## src/rtl/spi_frame_receiver.sv

```systemverilog
// SPI slave receive path: pin synchronisers, word assembly, command/payload
// framing and an output FIFO presented as a valid/ready stream.
module spi_frame_receiver #(
  parameter int DATA_W      = 8,
  parameter int LEN_W       = 16,
  parameter int FIFO_DEPTH  = 16,
  parameter int SYNC_STAGES = 2,
  parameter bit CPOL        = 1'b0,
  parameter bit CPHA        = 1'b0,
  parameter bit MSB_FIRST   = 1'b1
) (
  input  logic              clock,
  input  logic              reset,
  input  logic              spi_cs_n,
  input  logic              spi_sck,
  input  logic              spi_mosi,
  output logic [DATA_W-1:0] len_cmd,
  input  logic [LEN_W-1:0]  len_value,
  output logic              m_valid,
  input  logic              m_ready,
  output logic [DATA_W-1:0] m_data,
  output logic              m_is_cmd,
  output logic [DATA_W-1:0] m_cmd,
  output logic [LEN_W-1:0]  m_index,
  output logic              overflow,
  output logic              frame_abort,
  output logic              busy
);

  localparam int CNT_W = (DATA_W > 1) ? $clog2(DATA_W) : 1;
  localparam int PTR_W = $clog2(FIFO_DEPTH);
  localparam logic [CNT_W-1:0] LAST_BIT   = CNT_W'(DATA_W - 1);
  localparam logic [PTR_W:0]   FULL_COUNT = FIFO_DEPTH[PTR_W:0];
  // Modes 0 and 3 sample on a rising SCK edge, modes 1 and 2 on a falling one.
  localparam bit SAMPLE_LEVEL = ~(CPOL ^ CPHA);

  typedef enum logic {ST_CMD, ST_PAYLOAD} state_t;

  logic [SYNC_STAGES-1:0] cs_sync_q, cs_sync_d;
  logic [SYNC_STAGES-1:0] sck_sync_q, sck_sync_d;
  logic [SYNC_STAGES-1:0] mosi_sync_q, mosi_sync_d;
  logic                   sck_prev_q, sck_prev_d;
  logic                   cs_s, sck_s, mosi_s, sample_edge;
  logic [DATA_W-1:0]      sr_q, sr_d;
  logic [CNT_W-1:0]       bit_cnt_q, bit_cnt_d;
  logic                   word_done_q, word_done_d;
  state_t                 state_q, state_d;
  logic [DATA_W-1:0]      cmd_q, cmd_d;
  logic [LEN_W-1:0]       remaining_q, remaining_d;
  logic [LEN_W-1:0]       idx_q, idx_d;
  logic                   frame_abort_q, frame_abort_d;
  logic                   overflow_q, overflow_d;
  logic                   last_payload;
  logic                   ent_is_cmd;
  logic [DATA_W-1:0]      ent_cmd;
  logic [LEN_W-1:0]       ent_idx;
  logic [PTR_W-1:0]       wr_ptr_q, wr_ptr_d, rd_ptr_q, rd_ptr_d;
  logic [PTR_W:0]         count_q, count_d;
  logic                   full, push, pop;
  logic [DATA_W-1:0]      fifo_data_q [FIFO_DEPTH];
  logic [DATA_W-1:0]      fifo_data_d [FIFO_DEPTH];
  logic [DATA_W-1:0]      fifo_cmd_q  [FIFO_DEPTH];
  logic [DATA_W-1:0]      fifo_cmd_d  [FIFO_DEPTH];
  logic [LEN_W-1:0]       fifo_idx_q  [FIFO_DEPTH];
  logic [LEN_W-1:0]       fifo_idx_d  [FIFO_DEPTH];
  logic                   fifo_isc_q  [FIFO_DEPTH];
  logic                   fifo_isc_d  [FIFO_DEPTH];

  assign cs_s         = cs_sync_q[SYNC_STAGES-1];
  assign sck_s        = sck_sync_q[SYNC_STAGES-1];
  assign mosi_s       = mosi_sync_q[SYNC_STAGES-1];
  assign sample_edge  = !cs_s && (sck_s != sck_prev_q) && (sck_s == SAMPLE_LEVEL);
  assign last_payload = (idx_q == remaining_q - LEN_W'(1));

  always_comb begin
    cs_sync_d   = {cs_sync_q[SYNC_STAGES-2:0], spi_cs_n};
    sck_sync_d  = {sck_sync_q[SYNC_STAGES-2:0], spi_sck};
    mosi_sync_d = {mosi_sync_q[SYNC_STAGES-2:0], spi_mosi};
    sck_prev_d  = sck_s;
  end

  // Deselect throws away any partial word; a full word flags the parser next cycle.
  always_comb begin
    sr_d        = sr_q;
    bit_cnt_d   = bit_cnt_q;
    word_done_d = 1'b0;
    if (cs_s) begin
      bit_cnt_d = '0;
    end else if (sample_edge) begin
      sr_d = MSB_FIRST ? {sr_q[DATA_W-2:0], mosi_s} : {mosi_s, sr_q[DATA_W-1:1]};
      if (bit_cnt_q == LAST_BIT) begin
        bit_cnt_d   = '0;
        word_done_d = 1'b1;
      end else begin
        bit_cnt_d = bit_cnt_q + CNT_W'(1);
      end
    end
  end

  always_ff @(posedge clock) begin
    if (reset) state_q <= ST_CMD;
    else       state_q <= state_d;
  end

  always_comb begin
    state_d = state_q;
    if (word_done_q) begin
      case (state_q)
        ST_CMD:     if (len_value != '0) state_d = ST_PAYLOAD;
        ST_PAYLOAD: if (last_payload)    state_d = ST_CMD;
        default:    state_d = ST_CMD;
      endcase
    end
    if (cs_s) state_d = ST_CMD;
  end

  always_comb begin
    ent_is_cmd    = (state_q == ST_CMD);
    ent_cmd       = ent_is_cmd ? sr_q : cmd_q;
    ent_idx       = ent_is_cmd ? '0 : idx_q;
    cmd_d         = cmd_q;
    remaining_d   = remaining_q;
    idx_d         = idx_q;
    frame_abort_d = cs_s && ((bit_cnt_q != '0) || (state_q == ST_PAYLOAD));
    if (word_done_q) begin
      if (state_q == ST_CMD) begin
        cmd_d       = sr_q;
        remaining_d = len_value;
        idx_d       = '0;
      end else if (!last_payload) begin
        idx_d = idx_q + LEN_W'(1);
      end
    end
  end

  // A word finding the FIFO full is dropped unless the consumer pops in the same cycle.
  assign pop  = m_valid && m_ready;
  assign full = (count_q == FULL_COUNT);
  assign push = word_done_q && (!full || pop);

  always_comb begin
    fifo_data_d = fifo_data_q;
    fifo_cmd_d  = fifo_cmd_q;
    fifo_idx_d  = fifo_idx_q;
    fifo_isc_d  = fifo_isc_q;
    wr_ptr_d    = wr_ptr_q;
    rd_ptr_d    = rd_ptr_q;
    count_d     = count_q;
    overflow_d  = overflow_q || (word_done_q && full && !pop);
    if (push) begin
      fifo_data_d[wr_ptr_q] = sr_q;
      fifo_cmd_d[wr_ptr_q]  = ent_cmd;
      fifo_idx_d[wr_ptr_q]  = ent_idx;
      fifo_isc_d[wr_ptr_q]  = ent_is_cmd;
      wr_ptr_d              = wr_ptr_q + PTR_W'(1);
    end
    if (pop) rd_ptr_d = rd_ptr_q + PTR_W'(1);
    case ({push, pop})
      2'b10:   count_d = count_q + (PTR_W+1)'(1);
      2'b01:   count_d = count_q - (PTR_W+1)'(1);
      default: count_d = count_q;
    endcase
  end

  always_ff @(posedge clock) begin
    fifo_data_q <= fifo_data_d;
    fifo_cmd_q  <= fifo_cmd_d;
    fifo_idx_q  <= fifo_idx_d;
    fifo_isc_q  <= fifo_isc_d;
  end

  always_ff @(posedge clock) begin
    if (reset) begin
      cs_sync_q     <= '1;
      sck_sync_q    <= {SYNC_STAGES{CPOL}};
      mosi_sync_q   <= '0;
      sck_prev_q    <= CPOL;
      sr_q          <= '0;
      bit_cnt_q     <= '0;
      word_done_q   <= 1'b0;
      cmd_q         <= '0;
      remaining_q   <= '0;
      idx_q         <= '0;
      frame_abort_q <= 1'b0;
      overflow_q    <= 1'b0;
      wr_ptr_q      <= '0;
      rd_ptr_q      <= '0;
      count_q       <= '0;
    end else begin
      cs_sync_q     <= cs_sync_d;
      sck_sync_q    <= sck_sync_d;
      mosi_sync_q   <= mosi_sync_d;
      sck_prev_q    <= sck_prev_d;
      sr_q          <= sr_d;
      bit_cnt_q     <= bit_cnt_d;
      word_done_q   <= word_done_d;
      cmd_q         <= cmd_d;
      remaining_q   <= remaining_d;
      idx_q         <= idx_d;
      frame_abort_q <= frame_abort_d;
      overflow_q    <= overflow_d;
      wr_ptr_q      <= wr_ptr_d;
      rd_ptr_q      <= rd_ptr_d;
      count_q       <= count_d;
    end
  end

  // Empty FIFO presents zeros rather than stale storage.
  assign m_valid     = (count_q != '0);
  assign m_data      = m_valid ? fifo_data_q[rd_ptr_q] : '0;
  assign m_cmd       = m_valid ? fifo_cmd_q[rd_ptr_q]  : '0;
  assign m_index     = m_valid ? fifo_idx_q[rd_ptr_q]  : '0;
  assign m_is_cmd    = m_valid ? fifo_isc_q[rd_ptr_q]  : 1'b0;
  assign len_cmd     = sr_q;
  assign busy        = !cs_s;
  assign overflow    = overflow_q;
  assign frame_abort = frame_abort_q;

endmodule
```

## config.mk

```make
export PLATFORM = sky130hd
export DESIGN_NAME = spi_frame_receiver
export DESIGN_NICKNAME = d
export VERILOG_FILES = /design/src/rtl/spi_frame_receiver.sv
export SDC_FILE = /design/constraint.sdc
export NUM_CORES = 1
export LEC_CHECK = 0
export ABC_CLOCK_PERIOD_IN_PS = 11050
export BUFFER_PORTS_ARGS = -buffer_cell sky130_fd_sc_hd__buf_4
export CORE_MARGIN = 4
export CORE_UTILIZATION = 69
export CTS_BUF_LIST = sky130_fd_sc_hd__clkbuf_4 sky130_fd_sc_hd__clkbuf_8
export DETAILED_ROUTE_END_ITERATION = 10
export PLACE_DENSITY = 0.92
export SLEW_MARGIN = 15
export SYNTH_ARGS = -nofsm -noshare
export SYNTH_HDL_FRONTEND = slang
export SYNTH_SLANG_ARGS = --single-unit
```

## constraint.sdc

```tcl
create_clock -name clock -period 11.05 [get_ports clock]
set_input_delay 1.105 -clock clock [delete_from_list [all_inputs] [get_ports clock]]
set_output_delay 1.105 -clock clock [all_outputs]
set_load 0.01 [all_outputs]
```

==> reports/qor.csv, run 1 <==
stage;metric;value;unit
outcome;status;complete, no violations;
cells_and_area;n_fill_cell;1589;
clock_tree;insertion_delay;0.67;ns
clock_tree;cts_tree;yes;
timing;setup_viol;0;
critical_path;critPathLaunchType;flop;
detailed_routing;wl_per_cell;31.84;um
clock_tree;cts.path.max_buffers;3;
critical_path;path_max_fanout;74;
timing;slew-limit-headroom;0.2429;
die;die_x;194.5;um
synthesis;async_flop_share;0;
global_route;antenna_found_initial;2;
critical_path;endpoint_kind;primary output;
synthesis;synth_cell_types;55;
cells_and_area;synthToLayoutAreaGrowth;11.61;%
synthesis;syn-num-nets;1304;
synthesis;seq_area_frac_synth;0.7231;
clock_tree;cts_resized;0;
clock_tree;cts_buffers;87;
detailed_routing;firstDrtPassIters;8;
synthesis;ys_ff_latch;603;
critical_path;critPathSlowestCell;dfxtp_4;
synthesis;synth_xor_xnor_area_share;0.01168;
pwr;p_per_area;157.0;nW/um^2
cells_and_area;stdcell_area;26790;um^2
cells_and_area;final_nets;1412;
cells_and_area;layout-drive-gt1-share;0.3030;
die;io_pins;67;
run;drv_cap;0;
clock_tree;h-tree-depth;3;
synthesis;syn-instance-count;1267;
synthesis;synth.area.mux_share;0.1640;
place;place_area;25090;um^2
synthesis;synth_top_family_by_area;multiplexers;
place;place.gp.congestion;0.8517;
cells_and_area;multi_input_area;6404;um^2
global_route;grt_pass1_vias;13680;
detailed_routing;drc;0;
place;hpwl;31820;um
cells_and_area;layout_commonest_cell;edfxtp_1;
clock_tree;cts_sinks;603;
timing;min_period;5.096;ns
timing;hold_viol;0;
synthesis;ys.flop_type;edfxtp_1;
cells_and_area;layout_common_cells;edfxtp_1 (528), mux4_2 (165), clkbuf_8 (92);
synthesis;synth_compound_area_frac;0.02205;
critical_path;crit_required;9.95;ns
pwr;ir_drop;0.09291;mV
timing;final.setup.tns;0;ns
critical_path;cpPeakStageDelay;1.06;ns
synthesis;synth_edf_count;528;
die;start_util;0.6966;
die;die_area;37830;um^2
critical_path;worst-path-buf-inv;2;
timing;rsz0062_at_grt;false;
hold_path;hp-class;flop to flop;
critical_path;crit_family;flip-flops;
pwr;pwr-share-seq;0.580;
synthesis;syn_area;24000;um^2
clock_tree;hold_buffers;0;
timing;drv_slew;0;
cells_and_area;n_antenna_cell;0;
die;core_area;34460;um^2
place;io_buffers;66;
timing;max_freq;196.2;MHz
synthesis;synth_warnings;0;
clock_tree;cts-root-buf;clkbuf_8;
pwr;p_sw;0.0008500;W
pwr;pwr-share-comb;0.004;
die;die_y;194.5;um
clock_tree;post-cts-setup-buffers;0;
critical_path;worstPathCellList;buf_4 > mux4_2 > mux4_2 > and2_1 > buf_4;
synthesis;synth_fa_ha_area_frac;0.008132;
synthesis;syn_avg_cell_area;18.94;um^2
detailed_routing;ant_nets;0;
detailed_routing;route.final.wire_length;60300;um
pwr;p_leak;8.671;nW
timing;worstMarginPinSlew;1.131;ns
detailed_routing;vias_per_cell;7.046;
pwr;power_frac_clock;0.416;
timing;fin_skew;0.05381;ns
synthesis;synthSimpleGateAreaFrac;0.05599;
global_route;grt.overflow.total;0;
critical_path;critical_path_class;flop to primary output;
global_route;grt_max_degree;75;
clock_tree;clkTransAtPathRegs;0.07;ns
die;num_rows;68;
global_route;grt_pass1_wl;89370;um
critical_path;critical_path_arrival;3.99;ns
cells_and_area;regArea;17370;um^2
pwr;switching_share;0.2021;
global_route;grt_usage;0.3230;
detailed_routing;vias;13350;
detailed_routing;drt-initial-drc-count;2187;
timing;worst_hold_slack;0.4117;ns
pwr;internal_power;0.003356;W
timing;finalCritPeriodShare;0.4612;
==> power groups by stage <==
stage | clock (W) | combinational, W | sequential [W]
after floorplan | 0 | 0.00000720 | 0.00249
after global placement | 0 | 0.0000147 | 0.00249
after detailed placement | 0 | 0.0000154 | 0.00249
after CTS | 0.00175 | 0.0000158 | 0.00244
after global routing | 0.00187 | 0.0000172 | 0.00244
final | 0.00175 | 0.0000161 | 0.00244
==> worst reg2reg max path: cells and delay by family, from the launching register on <==
kind | cells | cell delay, ns
compound gates | 3 | 1.02
flops | 1 | 0.36
buf+inv | 1 | 0.08
mux | 1 | 0.27
simple gates | 4 | 1.44
fa+ha+maj | 1 | 0.22
==> layer usage <==
| metal | vias to the layer above | GRT usage | share of wire |
|---|---|---|---|
| met1 | 6599 | 0.4431 | 0.33 |
| li1 | 5282 | - | - |
| met3 | 232 | 0.08130 | 0.13 |
| met2 | 1231 | 0.5099 | 0.49 |
| met4 | 2 | 0.1341 | 0.050 |
| met5 | - | 0 | 0.00020 |
==> registers in the layout, indices dropped and copies added, names as in the netlist <==
signal,cells
word_done_q,1
fifo_data_q,128
count_q,5
wr_ptr_q,4
sck_sync_q,2
mosi_sync_q,2
idx_q,16
bit_cnt_q,3
frame_abort,1
remaining_q,16
fifo_cmd_q,128
sck_prev_q,1
len_cmd,8
fifo_isc_q,16
fifo_idx_q,256
overflow,1
cs_sync_q,2
rd_ptr_q,4
state_q,1
cmd_q,8
==> cell families after synthesis <==
group | count (synthesis)
buf+inv | 91
compound gates | 80
fa+ha+maj | 15
xor+xnor | 32
flops | 603
simple gates | 260
mux | 186
==> through the flow <==
step | total power (W) | util | std cells | worst slack, ns
3_5_place_dp | 0.002504 | 0.7281 | 1741 | 6.473
4_1_cts | 0.004210 | 0.7771 | 1894 | 5.746
2_1_floorplan | 0.002496 | - | 1267 | 6.547
3_3_place_gp | 0.002504 | 0.7281 | 1741 | 6.543
5_1_grt | 0.004327 | 0.7775 | 1894 | 5.782
6_report | 0.004206 | 0.7775 | 1894 | 5.954
==> area by class of cell <==
type,count,area share
Clock buffer,119,0.05483
Clock inverter,34,0.008173
Inverter,18,0.002522
Multi-Input combinational cell,573,0.2390
Sequential cell,603,0.6483
Tap cell,455,0.02125
Timing Repair Buffer,92,0.02592
==> worst paths after layout <==
path                  start           end  slack, ns  depth (start not counted)
max             rd_ptr_q[1]    m_index[5]       5.95                          5
min            cs_sync_q[0]  cs_sync_q[1]       0.41                          1
max reg2reg  remaining_q[0]      idx_q[9]       7.57                         10
min reg2reg    cs_sync_q[0]  cs_sync_q[1]       0.41                          1
==> cells in the mapped netlist, drive strengths merged, types with 9 or more instances <==
cell type	count	area share
edfxtp	528	0.66
xnor2	18	0.0066
nor2b	11	0.0029
a21oi	40	0.0083
dfxtp	75	0.063
nor2	62	0.0097
nand2	70	0.011
inv	18	0.0028
and2	54	0.014
xor2	14	0.0051
nor3	12	0.0025
buf	17	0.0034
mux4	165	0.15
mux2i	13	0.0054
ha	14	0.0073
nand4	9	0.0023
clkbuf	56	0.0088
Power figures use the tool's default switching activity.
==> run 2: changes to the inputs <==
--- a/config.mk
+++ b/config.mk
@@ -5,13 +5,13 @@
 export SDC_FILE = /design/constraint.sdc
 export NUM_CORES = 1
 export LEC_CHECK = 0
-export ABC_CLOCK_PERIOD_IN_PS = 11050
+export ABC_CLOCK_PERIOD_IN_PS = 5000
 export BUFFER_PORTS_ARGS = -buffer_cell sky130_fd_sc_hd__buf_4
 export CORE_MARGIN = 4
-export CORE_UTILIZATION = 69
+export CORE_UTILIZATION = 64
 export CTS_BUF_LIST = sky130_fd_sc_hd__clkbuf_4 sky130_fd_sc_hd__clkbuf_8
 export DETAILED_ROUTE_END_ITERATION = 10
-export PLACE_DENSITY = 0.92
+export PLACE_DENSITY = 0.87
 export SLEW_MARGIN = 15
 export SYNTH_ARGS = -nofsm -noshare
 export SYNTH_HDL_FRONTEND = slang
==> constraint.sdc (replaced) <==
create_clock -name clock -period 5 [get_ports clock]
set_input_delay 0.5 -clock clock [delete_from_list [all_inputs] [get_ports clock]]
set_output_delay 0.5 -clock clock [all_outputs]
set_load 0.01 [all_outputs]
==> run 2 against run 1 <==
  * Flip-flop and latch count unchanged
  * Critical path type unchanged
  * Worst setup slack worse by 5.0 ns
  * Final area up 0.74%
  * Cell count up 1.4%
  * Die area increased by 7.5%
  * Clock-buffer cell count rose by 14
  * Largest cell class unchanged
  * Core utilization fell by 4.4 points
  * Non-clock buffer count is 5 higher
  * Clock power increased by 130%
  * Worst hold slack lost 0.36 ns
  * Register-to-register slack worse by 6.1 ns
==> reports/qor.csv, run 2 (synthesis gave the netlist of run 1 again) <==
stage;metric;value;unit;change
outcome;status;complete, no violations;;
timing;fin_ws;0.9330;ns;-5.021 ns
timing;final.setup.tns;0;ns;unchanged
global_route;grt.overflow.total;0;;unchanged
cells_and_area;layout_common_cells;edfxtp_1 (528), mux4_2 (165), clkbuf_8 (98);;
cells_and_area;top_regs;fifo_idx_q x256, fifo_cmd_q x128, fifo_data_q x128;;
die;io_pins;67;;unchanged
detailed_routing;vias_per_cell;6.813;;-3.3%
timing;finalCritPeriodShare;0.8134;;
die;core_area;36790;um^2;+6.8%
detailed_routing;drt-initial-drc-count;1834;;-16%
clock_tree;cts_sinks;603;;unchanged
die;num_rows;70;;+2.9%
global_route;antenna_found_initial;0;;-2
place;place_ws;1.552;ns;-4.921 ns
clock_tree;cts_resized;0;;unchanged
timing;worstMarginPinSlew;1.025;ns;-0.1069 ns
clock_tree;cts-root-buf;clkbuf_8;;
timing;drv_slew;0;;unchanged
detailed_routing;wl_per_cell;30.58;um;-4.0%
place;dp.cells;1759;;+1.0%
hold_path;hp-class;primary input to flop;;
critical_path;crit_required;4.50;ns;-5.45 ns
detailed_routing;ant_nets;0;;unchanged
die;start_util;0.6525;;-0.04407
pwr;switching_share;0.1989;;-0.003165
critical_path;endpoint_kind;primary output;;
clock_tree;clkTransAtPathRegs;0.06;ns;about the same
clock_tree;insertion_delay;0.65;ns;-0.02 ns
pwr;power_frac_clock;0.426;;+0.010
global_route;grt_max_degree;64;;-15%
timing;max_freq;245.9;MHz;
die;die_y;201.7;um;+3.7%
clock_tree;cts.path.max_buffers;3;;unchanged
cells_and_area;fin_util;0.7336;;-0.04381
cells_and_area;synthToLayoutAreaGrowth;12.44;%;
detailed_routing;vias;13080;;-2.0%
critical_path;critPathLaunchType;flop;;
global_route;grt_usage;0.2951;;-0.02795
place;io_buffers;66;;unchanged
cells_and_area;layout-drive-gt1-share;0.3122;;+0.009210
timing;min_period;4.067;ns;
timing;setup_viol;0;;unchanged
cells_and_area;layout_commonest_cell;edfxtp_1;;
die;die_x;201.7;um;+3.7%
pwr;pwr-share-comb;0.004;;about the same
detailed_routing;route.final.wire_length;58710;um;-2.6%
clock_tree;cts_tree;yes;;
timing;hold_viol;0;;unchanged
timing;rsz0062_at_grt;false;;
cells_and_area;n_fill_cell;1913;;+20%
detailed_routing;firstDrtPassIters;6;;-2
clock_tree;cts_buffers;91;;+4.6%
cells_and_area;final_nets;1421;;+0.64%
critical_path;critical_path_arrival;3.57;ns;-0.42 ns
clock_tree;h-tree-depth;3;;unchanged
critical_path;critical_path_class;flop to primary output;;
cells_and_area;final_cells;1920;;+1.4%
pwr;p_per_area;350.4;nW/um^2;+120%
place;hpwl;31460;um;-1.1%
pwr;pwr-share-seq;0.570;;-0.010
pwr;p_sw;0.001881;W;+120%
cells_and_area;regMostFlops;fifo_idx_q;;
place;place.gp.congestion;0.8690;;+2.0%
cells_and_area;multi_input_area;6405;um^2;about the same
global_route;grt_pass1_vias;13660;;-0.13%
timing;slew-limit-headroom;0.3144;;+0.07150
clock_tree;hold_buffers;0;;unchanged
cells_and_area;largest_reg_flops;256;;unchanged
critical_path;path_max_fanout;36;;-51%
global_route;grt_pass1_wl;88470;um;-1.0%
pwr;ir_drop;0.2131;mV;+130%
clock_tree;post-cts-setup-buffers;0;;unchanged
die;die_area;40660;um^2;+7.5%
timing;fin_skew;0.03665;ns;-0.01716 ns
run;drv_cap;0;;unchanged
cells_and_area;regArea;17370;um^2;unchanged
detailed_routing;drc;0;;unchanged
pwr;internal_power;0.007574;W;+130%
pwr;p_leak;8.772;nW;+1.2%
[run 2: cell types whose count changed in the layout (fill, tap and decap cells not counted), sizes merged]
cell      change
clkinvlp      -1
clkinv        -4
inv           -2
clkbuf       +14
diode         +1
buf           +5
[run 2: stage by stage]
step	instance area [um^2]	hold WS [ns]	power, W
4_1_cts	26980	0.02165	0.009490
5_1_grt	26980	0.04030	0.009754
2_1_floorplan	24000	0.3895	0.005517
3_3_place_gp	25190	0.3924	0.005533
6_report	26990	0.05261	0.009455
3_5_place_dp	25190	0.3973	0.005534
[run 2: per-layer routing]
layer  track usage  routed length (um)
met2        0.4717               29230
met3       0.06076                6581
met4        0.1240                2463
met5             0                   0
met1        0.4067               20430
[run 2: worst paths after layout]
kind                                   start           end  slack [ns]  cells past startpoint
worst max-delay path             rd_ptr_q[0]     m_data[7]        0.93                      5
worst min-delay path                spi_cs_n  cs_sync_q[0]        0.05                      2
worst max register to register    count_q[0]    count_q[4]        1.47                     12
worst min register to register  cs_sync_q[0]  cs_sync_q[1]        0.41                      1
[run 2: final cells by class]
type | count | area share
repair buffers | 97 | 0.02837
multi-input cells | 573 | 0.2373
flip-flops and latches | 603 | 0.6435
clock inverters | 27 | 0.006769
clock buffers | 133 | 0.05972
well taps | 468 | 0.02170
diodes | 1 | 0.00009273
inverters | 18 | 0.002504
[run 2: worst max-delay path, stage by stage, from the launching register on]
cell	delay, ns
dfxtp_4	0.88
buf_4	0.53
mux4_2	0.59
mux4_2	0.49
and2_1	0.23
buf_4	0.16
[run 2: power by group through the flow]
| stage | clock, W | combinational [W] | sequential (W) |
|---|---|---|---|
| 2_1_floorplan | 0 | 0.0000159 | 0.00550 |
| 3_3_place_gp | 0 | 0.0000322 | 0.00550 |
| 3_5_place_dp | 0 | 0.0000330 | 0.00550 |
| 4_1_cts | 0.00406 | 0.0000335 | 0.00539 |
| 5_1_grt | 0.00433 | 0.0000366 | 0.00539 |
| 6_report | 0.00403 | 0.0000336 | 0.00539 |
